## src/rtl/mac_pkg.sv

```systemverilog
// Shared types, saturation bounds and parameter legality check for the
// pipelined multiply-accumulate unit.
package mac_pkg;

    typedef enum logic {
        MODE_WRAP = 1'b0,
        MODE_SAT  = 1'b1
    } overflow_mode_e;

    localparam int MIN_MULT_STAGES = 1;
    localparam int MAX_MULT_STAGES = 3;
    localparam int MAX_ACC_W       = 64;

    // Bounds are returned at 64 bits; callers size-cast to their accumulator width.
    function automatic logic signed [63:0] sat_max(input int acc_w);
        return (64'sd1 <<< (acc_w - 1)) - 64'sd1;
    endfunction

    function automatic logic signed [63:0] sat_min(input int acc_w);
        return -(64'sd1 <<< (acc_w - 1));
    endfunction

    function automatic bit params_ok(input int in_w, input int acc_w, input int mult_stages);
        return (in_w >= 1) && (acc_w >= 2 * in_w) && (acc_w <= MAX_ACC_W) &&
               (mult_stages >= MIN_MULT_STAGES) && (mult_stages <= MAX_MULT_STAGES);
    endfunction

endpackage

```

## src/rtl/mac_mult_pipe.sv

```systemverilog
// Registered signed multiplier: MULT_STAGES product registers, with the
// valid and first tags carried alongside every stage.
module mac_mult_pipe
    import mac_pkg::*;
#(
    parameter int IN_W        = 8,
    parameter int MULT_STAGES = 1
) (
    input  logic                     clk,
    input  logic                     reset,
    input  logic                     valid_i,
    input  logic                     first_i,
    input  logic signed [IN_W-1:0]   a_i,
    input  logic signed [IN_W-1:0]   b_i,
    output logic signed [2*IN_W-1:0] p_o,
    output logic                     valid_o,
    output logic                     first_o
);

    localparam int P_W = 2 * IN_W;

    logic signed [P_W-1:0]   a_ext;
    logic signed [P_W-1:0]   b_ext;
    logic signed [P_W-1:0]   p_d;
    logic signed [P_W-1:0]   p_q     [MULT_STAGES];
    logic [MULT_STAGES-1:0]  valid_q;
    logic [MULT_STAGES-1:0]  first_q;

    // Operands are widened first so the product is exact, including min*min.
    assign a_ext = P_W'(a_i);
    assign b_ext = P_W'(b_i);
    assign p_d   = a_ext * b_ext;

    always_ff @(posedge clk or posedge reset) begin
        if (reset) begin
            for (int i = 0; i < MULT_STAGES; i++) begin
                p_q[i] <= '0;
            end
            valid_q <= '0;
            first_q <= '0;
        end else begin
            p_q[0]     <= p_d;
            valid_q[0] <= valid_i;
            first_q[0] <= first_i;
            for (int i = 1; i < MULT_STAGES; i++) begin
                p_q[i]     <= p_q[i-1];
                valid_q[i] <= valid_q[i-1];
                first_q[i] <= first_q[i-1];
            end
        end
    end

    assign p_o     = p_q[MULT_STAGES-1];
    assign valid_o = valid_q[MULT_STAGES-1];
    assign first_o = first_q[MULT_STAGES-1];

endmodule

```

## src/rtl/mac_pipe_acc.sv

```systemverilog
// Pipelined signed multiply-accumulate: input register, multiplier stages,
// accumulator with wrap/saturate overflow handling and a sticky overflow flag.
module mac_pipe_acc
    import mac_pkg::*;
#(
    parameter int IN_W        = 8,
    parameter int ACC_W       = 16,
    parameter int MULT_STAGES = 1,
    parameter int SATURATE    = 0
) (
    input  logic                    clk,
    input  logic                    reset,
    input  logic                    valid_in,
    input  logic signed [IN_W-1:0]  a,
    input  logic signed [IN_W-1:0]  b,
    input  logic                    first_in,
    output logic signed [ACC_W-1:0] f,
    output logic                    valid_out,
    output logic                    overflow
);

    generate
        if (!params_ok(IN_W, ACC_W, MULT_STAGES)) begin : g_bad_params
            $error("mac_pipe_acc: illegal IN_W/ACC_W/MULT_STAGES combination");
        end
    endgenerate

    localparam overflow_mode_e         MODE  = (SATURATE != 0) ? MODE_SAT : MODE_WRAP;
    localparam logic signed [ACC_W-1:0] F_MAX = ACC_W'(sat_max(ACC_W));
    localparam logic signed [ACC_W-1:0] F_MIN = ACC_W'(sat_min(ACC_W));

    // Stream contract: a sample is consumed on every rising edge where
    // valid_in=1; there is no ready. valid_out=1 marks the one cycle on which
    // f reflects that sample; otherwise f and overflow simply hold.
    logic signed [IN_W-1:0]   a_q;
    logic signed [IN_W-1:0]   b_q;
    logic                     in_valid_q;
    logic                     in_first_q;

    logic signed [2*IN_W-1:0] p;
    logic                     p_valid;
    logic                     p_first;

    logic signed [ACC_W-1:0]  p_ext;
    logic signed [ACC_W-1:0]  base;
    logic signed [ACC_W-1:0]  sum;
    logic                     ovf_step;

    logic signed [ACC_W-1:0]  f_q,   f_d;
    logic                     ovf_q, ovf_d;
    logic                     out_valid_q;

    always_ff @(posedge clk or posedge reset) begin
        if (reset) begin
            a_q        <= '0;
            b_q        <= '0;
            in_valid_q <= 1'b0;
            in_first_q <= 1'b0;
        end else begin
            a_q        <= a;
            b_q        <= b;
            in_valid_q <= valid_in;
            in_first_q <= first_in & valid_in;
        end
    end

    mac_mult_pipe #(
        .IN_W        (IN_W),
        .MULT_STAGES (MULT_STAGES)
    ) u_mult (
        .clk     (clk),
        .reset   (reset),
        .valid_i (in_valid_q),
        .first_i (in_first_q),
        .a_i     (a_q),
        .b_i     (b_q),
        .p_o     (p),
        .valid_o (p_valid),
        .first_o (p_first)
    );

    // A first-tagged sample accumulates from zero, which can never overflow.
    assign p_ext    = ACC_W'(p);
    assign base     = p_first ? '0 : f_q;
    assign sum      = base + p_ext;
    assign ovf_step = (base[ACC_W-1] == p_ext[ACC_W-1]) && (sum[ACC_W-1] != base[ACC_W-1]);

    always_comb begin
        f_d   = f_q;
        ovf_d = ovf_q;
        if (p_valid) begin
            ovf_d = (p_first ? 1'b0 : ovf_q) | ovf_step;
            if (ovf_step && (MODE == MODE_SAT)) begin
                f_d = base[ACC_W-1] ? F_MIN : F_MAX;
            end else begin
                f_d = sum;
            end
        end
    end

    always_ff @(posedge clk or posedge reset) begin
        if (reset) begin
            f_q         <= '0;
            ovf_q       <= 1'b0;
            out_valid_q <= 1'b0;
        end else begin
            f_q         <= f_d;
            ovf_q       <= ovf_d;
            out_valid_q <= p_valid;
        end
    end

    assign f         = f_q;
    assign overflow  = ovf_q;
    assign valid_out = out_valid_q;

endmodule

```

## config.mk

```make
export PLATFORM = sky130hd
export DESIGN_NAME = mac_pipe_acc
export DESIGN_NICKNAME = d
export VERILOG_FILES = /design/src/rtl/mac_pkg.sv /design/src/rtl/mac_mult_pipe.sv /design/src/rtl/mac_pipe_acc.sv
export SDC_FILE = /design/constraint.sdc
export NUM_CORES = 1
export LEC_CHECK = 0
export BUFFER_PORTS_ARGS = -buffer_cell sky130_fd_sc_hd__buf_2
export CAP_MARGIN = 20
export CORE_ASPECT_RATIO = 1.1
export CORE_MARGIN = 4
export CORE_UTILIZATION = 45
export DETAILED_ROUTE_END_ITERATION = 7
export RECOVER_POWER = 50
export SKIP_LAST_GASP = 1
export SLEW_MARGIN = 20
export SYNTH_ARGS = -nofsm -noshare
export SYNTH_HDL_FRONTEND = slang
export SYNTH_SLANG_ARGS = --single-unit
```

## constraint.sdc

```tcl
create_clock -name clk -period 5.8 [get_ports clk]
set_input_delay 1.16 -clock clk [delete_from_list [all_inputs] [get_ports clk]]
set_output_delay 1.16 -clock clk [all_outputs]
set_load 0.05 [all_outputs]
```

==> run summary, run 1 <==
Outcome - complete, but fails checks
Failing checks - capacitance limit, slew limit
Initial Utilization - 0.465
Final Util - 0.516
Power Total - 2.78 mW
Fin crit period - 4.38 ns
Critical path capture point type - flip-flop
CP required - 5.98 ns
Nets - 640
Top cells by area, synth - dfrtp_1 28%, fa_1 23%, ha_1 11%, inv_1 7.6%, and2_1 5.6%
Inserted Clock Buffers - 5
Hold Path Class - reg -> reg
Row Count - 39
Via count - 3,143
Largest net degree at the start of global routing - 55
Fill cells - 958
DR WL/cell - 12.3 um
DRC - 0
Total GRT Usage - 0.148
Slowest cell on the critical path - fa_1
CTS sink count - 54
Leak - 2.68 nW
Most common flop cell mapped by yosys - dfrtp_1
DRT antenna net count - 0
Post-DP HPWL - 6.73 mm
Gates resized, CTS repair - 0
Synth cell types - 41
First-pass GRT wire length - 15.1 mm
Post-synthesis net count - 599
Setup bufs post-CTS - 0
Clock buffer depth - 2
Most frequent cells in the layout - 99 x inv_1, 56 x fa_1, 54 x dfrtp_1
VDD IR max - 0.210 mV
# diodes - 0
Final setup violation count - 0
Final period utilization - 0.754
Setup total negative slack - 0 ns
Detailed Route Iter0 Violations - 59
Synth Instances - 479
Worst setup SP type - flip-flop
CTS tree - done
Layout cells sized above 1 - 0.129
Synthesized flop and latch total - 54
Number of port buffers - 37
Worst skew pair latency - 0.30 ns
Post-Syn Area - 4880 um^2
Max_slew headroom - -0.885
Number of flops mapped to enable cells by yosys - 0
Fmax - 229 MHz
Fraction of registers with async set/reset - 1.00
Crit path DAT - 4.55 ns
Area delta synth->final - 10.8%
Worst path max stage delay - 0.64 ns
Clk slew on worst S/H paths - 0.08 ns
Count of final hold-check violations - 0
Max cap viols - 1
Worst Skew - 0.00762 ns
Sequential area share after synthesis - 0.277
Kind of critical path - reg -> reg
GP Congestion - 0.852
Slew Viols, Final - 55
Least-Margin Pin Slew - 2.83 ns
Yosys warns - 0
Synth Area per Inst - 10.2 um^2
Root Buffer - clkbuf_16
Worst-path fanout max - 8
Hold_ws - 0.358 ns
DIE HEIGHT - 117 um
Via density per instance - 4.73
Ports - 38
Cell taking the most area after synthesis - dfrtp_1
CP Cell Sequence - and2_1 > fa_1 > inv_1 > fa_1 > inv_1 > fa_1 > inv_1 > fa_1 > inv_1 > ha_1 > and3_1 > a211oi_1 > a21oi_1 > xnor2_1
Leading cell type in the layout, fill and taps excluded - inv_1
Hold buffer count at CTS - 0
Die X - 107 um
Initial antenna violation count - 0
Power density over the cells - 513 nW/um^2
Number of global-route vias before repair - 3,364
Unrepaired setup endpoints after global routing - false
Clock H-tree levels - 2
Die area - 12,600 um^2
DRT Pass-1 Iters - 4
Total gr overflow - 0
WL final - 8.16 mm
Core Area - 10,500 um^2
Top-area cell type share of the netlist area - 0.277
-- state kept, by name (all words and copies together) (netlist names) --
name and cells:
overflow 1, in_first_q 1, in_valid_q 1, u_mult.p_o 16, u_mult.first_o 1, b_q 8, valid_out 1, u_mult.valid_o 1
a_q 8, f 16
-- cell type report --
class                      instances  area (um^2)  share of cell area
inverter                          99          372              0.0687
clock buffer                       5          125              0.0231
clock inverter                     3         48.8             0.00902
sequential                        54         1350               0.250
tap                              143          179              0.0331
timing repair buffer              38          189              0.0349
multi-input combinational        322         3150               0.581
-- metrics by stage --
| step | instances | setup WS, ns | area, um^2 |
|---|---|---|---|
| 2_1_floorplan | 479 | 1.63 | 4880 |
| 3_5_place_dp | 656 | 1.40 | 5240 |
| 6_report | 664 | 1.42 | 5410 |
| 4_1_cts | 664 | 1.39 | 5410 |
| 3_3_place_gp | 656 | 1.47 | 5240 |
| 5_1_grt | 664 | 1.09 | 5410 |
-- where the power goes --
part	switching, mW	internal, mW	total [mW]
registers	0.0794	0.511	0.590
clock network	0.148	0.207	0.355
logic	1.04	0.793	1.83
-- cells in the mapped netlist (all sizes together), types with 2 or more instances --
cell and instances:
inv 99, fa 56, dfrtp 54, and2 44, ha 44, nand2 28
xnor2 22, nor2b 21, a21oi 15, mux2 14, o21ai 13, nor2 8
a21o 7, nand2b 6, nand3 5, nor3 5, a211oi 4, clkbuf 4
xor2 4, o211ai 3, o21a 3, a21boi 2, mux2i 2, o2111ai 2
or3 2
-- layer usage --
metal	up-vias	global-route usage	wire, um
li1	1585	-	-
met1	1510	0.194	3870
met2	41	0.260	3950
met3	7	0.0241	257
met4	0	0.0315	88
met5	-	0	0
-- worst paths after layout --
path                                           start                       end  slack [ns]  depth (start not counted)
worst min-delay path            in_first_q$_DFF_PP0_  u_mult.first_o$_DFF_PP0_        0.36                          0
worst max register to register      b_q[3]$_DFF_PP0_  u_mult.p_o[15]$_DFF_PP0_        1.42                         14
min in group asynchronous                      reset         f[12]$_DFFE_PP0P_        1.93                          3
max in group asynchronous                      reset          b_q[5]$_DFF_PP0_        2.28                          3
worst max-delay path                b_q[3]$_DFF_PP0_  u_mult.p_o[15]$_DFF_PP0_        1.42                         14
worst min register to register  in_first_q$_DFF_PP0_  u_mult.first_o$_DFF_PP0_        0.36                          0
-- logic make-up (layout without fill, tap and decap cells) --
family | Yosys count | after routing | synth area share
and+or+nand+nor | 125 | 125 | 0.145
DFF | 54 | 54 | 0.277
xor gates and xnor gates | 26 | 26 | 0.0466
AOI/OAI and AO/OA | 55 | 55 | 0.0743
buffers and inverters | 103 | 145 | 0.0792
muxes | 16 | 16 | 0.0364
adders and majority gates | 100 | 100 | 0.342
-- worst max-delay path: cells and delay by family, from the launching register on --
| family | cells | cell delay (ns) |
|---|---|---|
| simple gates | 2 | 0.39 |
| buf+inv | 4 | 0.27 |
| xor+xnor | 1 | 0.14 |
| fa+ha+maj | 5 | 2.52 |
| flops | 1 | 0.45 |
| compound gates | 2 | 0.48 |
No activity file was read; power rests on OpenSTA's default activity.
==> inputs of run 2 (changes only) <==
Settings changed: ABC_AREA set to 1.
Clock period 5.8 ns to 4.6 ns, I/O delays scaled along.
==> run summary, run 2 <==
Outcome - complete, but fails checks
Failing checks - capacitance limit, slew limit
Fraction of registers with async set/reset - 1.00 (unchanged)
Max cap viols - 1 (unchanged)
Initial antenna violation count - 0 (unchanged)
Fin crit period - 4.25 ns (-0.122 ns)
Largest net degree at the start of global routing - 38 (-31%)
Critical path capture point type - flip-flop
Yosys warns - 0 (unchanged)
Max_slew headroom - -0.312 (+0.573)
Total gr overflow - 0 (unchanged)
Gates resized, CTS repair - 0 (unchanged)
Post-synthesis net count - 824 (+38%)
Final setup violation count - 0 (unchanged)
Min-delay src - in_first_q$_DFF_PP0_
Synthesized flop and latch total - 54 (unchanged)
Sequential area share after synthesis - 0.252 (-0.0251)
Setup total negative slack - 0 ns (unchanged)
Most common cell in the synthesized netlist - inv_1
DRT Pass-1 Iters - 4 (unchanged)
Most common flop cell mapped by yosys - dfrtp_1
GR Util met2 - 0.336 (+0.0765)
Die X - 112 um (+4.5%)
DIE HEIGHT - 123 um (+4.5%)
CTS tree - done
Nets - 852 (+33%)
GP Congestion - 0.910 (+6.7%)
Worst Path Buf+Inv - 6 (+2)
Count of final hold-check violations - 0 (unchanged)
Die area - 13,700 um^2 (+9.2%)
Unrepaired setup endpoints after global routing - false
Clock H-tree levels - 2 (unchanged)
Setup ws final - 0.346 ns (-1.08 ns)
Core Area - 11,600 um^2 (+11%)
Via count - 4,137 (+32%)
Cell taking the most area after synthesis - dfrtp_1
Worst Skew - 0.00860 ns (+0.000979 ns)
Sequential cell area - 1350 um^2 (unchanged)
Least-Margin Pin Slew - 1.97 ns (-0.860 ns)
Setup bufs post-CTS - 0 (unchanged)
CP required - 4.79 ns (-1.19 ns)
Post-Syn Area - 5370 um^2 (+10%)
Met1 Track Usage GR - 0.193 (-0.000737)
Number of global-route vias before repair - 4,289 (+27%)
Worst skew pair latency - 0.30 ns (about the same)
# diodes - 0 (unchanged)
Power density over the cells - 640 nW/um^2 (+25%)
Hold Path Depth - 0 (unchanged)
Hold buffer count at CTS - 0 (unchanged)
Crit path DAT - 4.44 ns (-0.11 ns)
Layer with the highest usage - met2
Hold Path Class - reg -> reg
Leak - 3.53 nW (+32%)
Top cells by area, synth - dfrtp_1 25%, fa_1 21%, inv_1 14%, nand2_1 13%, ha_1 10%
WL final - 10.9 mm (+33%)
Setup slack at placement - 0.293 ns (-1.11 ns)
Hold endpoint - u_mult.first_o$_DFF_PP0_
Multi-input logic area - 3190 um^2 (+1.3%)
Total GRT Usage - 0.172 (+0.0244)
Kind of critical path - reg -> reg
Post-synth top cells - 200 x inv_1, 180 x nand2_1, 56 x fa_1
Worst setup SP type - flip-flop
Initial Utilization - 0.463 (-0.00228)
CP top delay family - adder cells
Fmax - 235 MHz (+2.9%)
VDD IR max - 0.314 mV (+50%)
Worst-path fanout max - 8 (unchanged)
Most frequent cells in the layout - 200 x inv_1, 180 x nand2_1, 55 x fa_1
Number of flops mapped to enable cells by yosys - 0 (unchanged)
Reg2reg start - b_q[2]$_DFF_PP0_
First-pass GRT wire length - 19.3 mm (+28%)
Layout cells sized above 1 - 0.0900 (-0.0386)
Clock buffer depth - 2 (unchanged)
Most used cell, CP - inv_1
Clk slew on worst S/H paths - 0.08 ns (about the same)
CTS sink count - 54 (unchanged)
Reg2Reg Capture Point - u_mult.p_o[15]$_DFF_PP0_
DRC - 0 (unchanged)
DR WL/cell - 12.3 um (+0.13%)
Reg-to-reg slack, setup - 0.35 ns (-1.08 ns)
Root Buffer - clkbuf_16
Inserted Clock Buffers - 5 (unchanged)
Top-area cell type share of the netlist area - 0.252 (-0.0251)
Synth Area per Inst - 7.63 um^2 (-25%)
Synth Instances - 704 (+47%)
Detailed Route Iter0 Violations - 174 (+190%)
CP Cell Sequence - nand2_1 > inv_1 > fa_2 > inv_1 > fa_1 > inv_1 > fa_1 > inv_1 > fa_1 > inv_1 > ha_1 > nand2_1 > nor2_1 > nand3_1 > nand3_1 > inv_1 > nand2_1 > nand2_1
DRT antenna net count - 0 (unchanged)
Path depth of the worst reg2reg path - 18 (+4)
Row Count - 41 (+5.1%)
Ports - 38 (unchanged)
Slew Viols, Final - 38 (-31%)
Fill cells - 1,163 (+21%)
Final period utilization - 0.925 (+0.170)
Met3 layer usage reported by global route - 0.0276 (+0.00348)
Synth cell types - 32 (-22%)
Slowest cell on the critical path - fa_2
Worst path max stage delay - 0.60 ns (-0.04 ns)
Via density per instance - 4.69 (-1.0%)
Area delta synth->final - 9.06%
Number of port buffers - 37 (unchanged)
Leading cell type in the layout, fill and taps excluded - inv_1
Post-DP HPWL - 9.09 mm (+35%)
run 2: changes by cell type in the layout (fill, tap and decap cells not counted), moves of 21 or more:
| cell | before | now |
|---|---|---|
| nor2_1 | 8 | 38 |
| and2_1 | 41 | 1 |
| nor2b_1 | 21 | 0 |
| inv_1 | 99 | 200 |
| nand2_1 | 28 | 180 |
| nand3_1 | 5 | 28 |
run 2: per-stage QoR:
step / util / cell area [um^2] / power, mW / cells / hold WS (ns)
5_1_grt: 0.505 / 5860 / 4.20 / 883 / 0.360
2_1_floorplan: - / 5370 / 2.78 / 704 / 0.331
6_report: 0.505 / 5860 / 3.75 / 883 / 0.352
4_1_cts: 0.506 / 5860 / 3.78 / 883 / 0.353
3_3_place_gp: 0.491 / 5690 / 3.25 / 875 / 0.336
3_5_place_dp: 0.491 / 5690 / 3.31 / 875 / 0.335
run 2: layout make-up:
cell class,count,share of cell area
Clock buffer,5,0.0214
Clock inverter,3,0.00833
Inverter,202,0.129
Multi-Input combinational cell,429,0.544
Sequential cell,54,0.231
Tap cell,150,0.0320
Timing Repair Buffer,40,0.0342
run 2: report_power, final:
group | internal (mW) | switching, mW
clock | 0.261 | 0.189
combinational | 0.895 | 1.67
sequential | 0.634 | 0.100
run 2: worst max-delay path by stage:
| stage | cells past startpoint | slack, ns | startpoint | end |
|---|---|---|---|---|
| final | 18 | 0.35 | b_q[2]$_DFF_PP0_ | u_mult.p_o[15]$_DFF_PP0_ |
| after global routing | 16 | 0.04 | b_q[2]$_DFF_PP0_ | u_mult.p_o[15]$_DFF_PP0_ |
| after CTS | 18 | 0.28 | b_q[2]$_DFF_PP0_ | u_mult.p_o[15]$_DFF_PP0_ |
| after detailed placement | 18 | 0.29 | b_q[2]$_DFF_PP0_ | u_mult.p_o[15]$_DFF_PP0_ |
| after global placement | 18 | 0.43 | b_q[3]$_DFF_PP0_ | u_mult.p_o[15]$_DFF_PP0_ |
| after floorplan | 19 | 0.54 | a_q[7]$_DFF_PP0_ | u_mult.p_o[15]$_DFF_PP0_ |
run 2: kinds of logic after synthesis:
logic type / synth area share
AND/OR/NAND/NOR: 0.211
buffers and inverters: 0.156
adder cells (fa/ha/maj): 0.311
flip-flops: 0.252
AO/OA/AOI/OAI: 0.0408
XOR/XNOR: 0.0294
run 2: layer usage:
layer,up-vias,routed length [um]
li1,2101,-
met1,1947,4600
met2,76,5690
met3,13,380
met4,0,197
met5,-,0
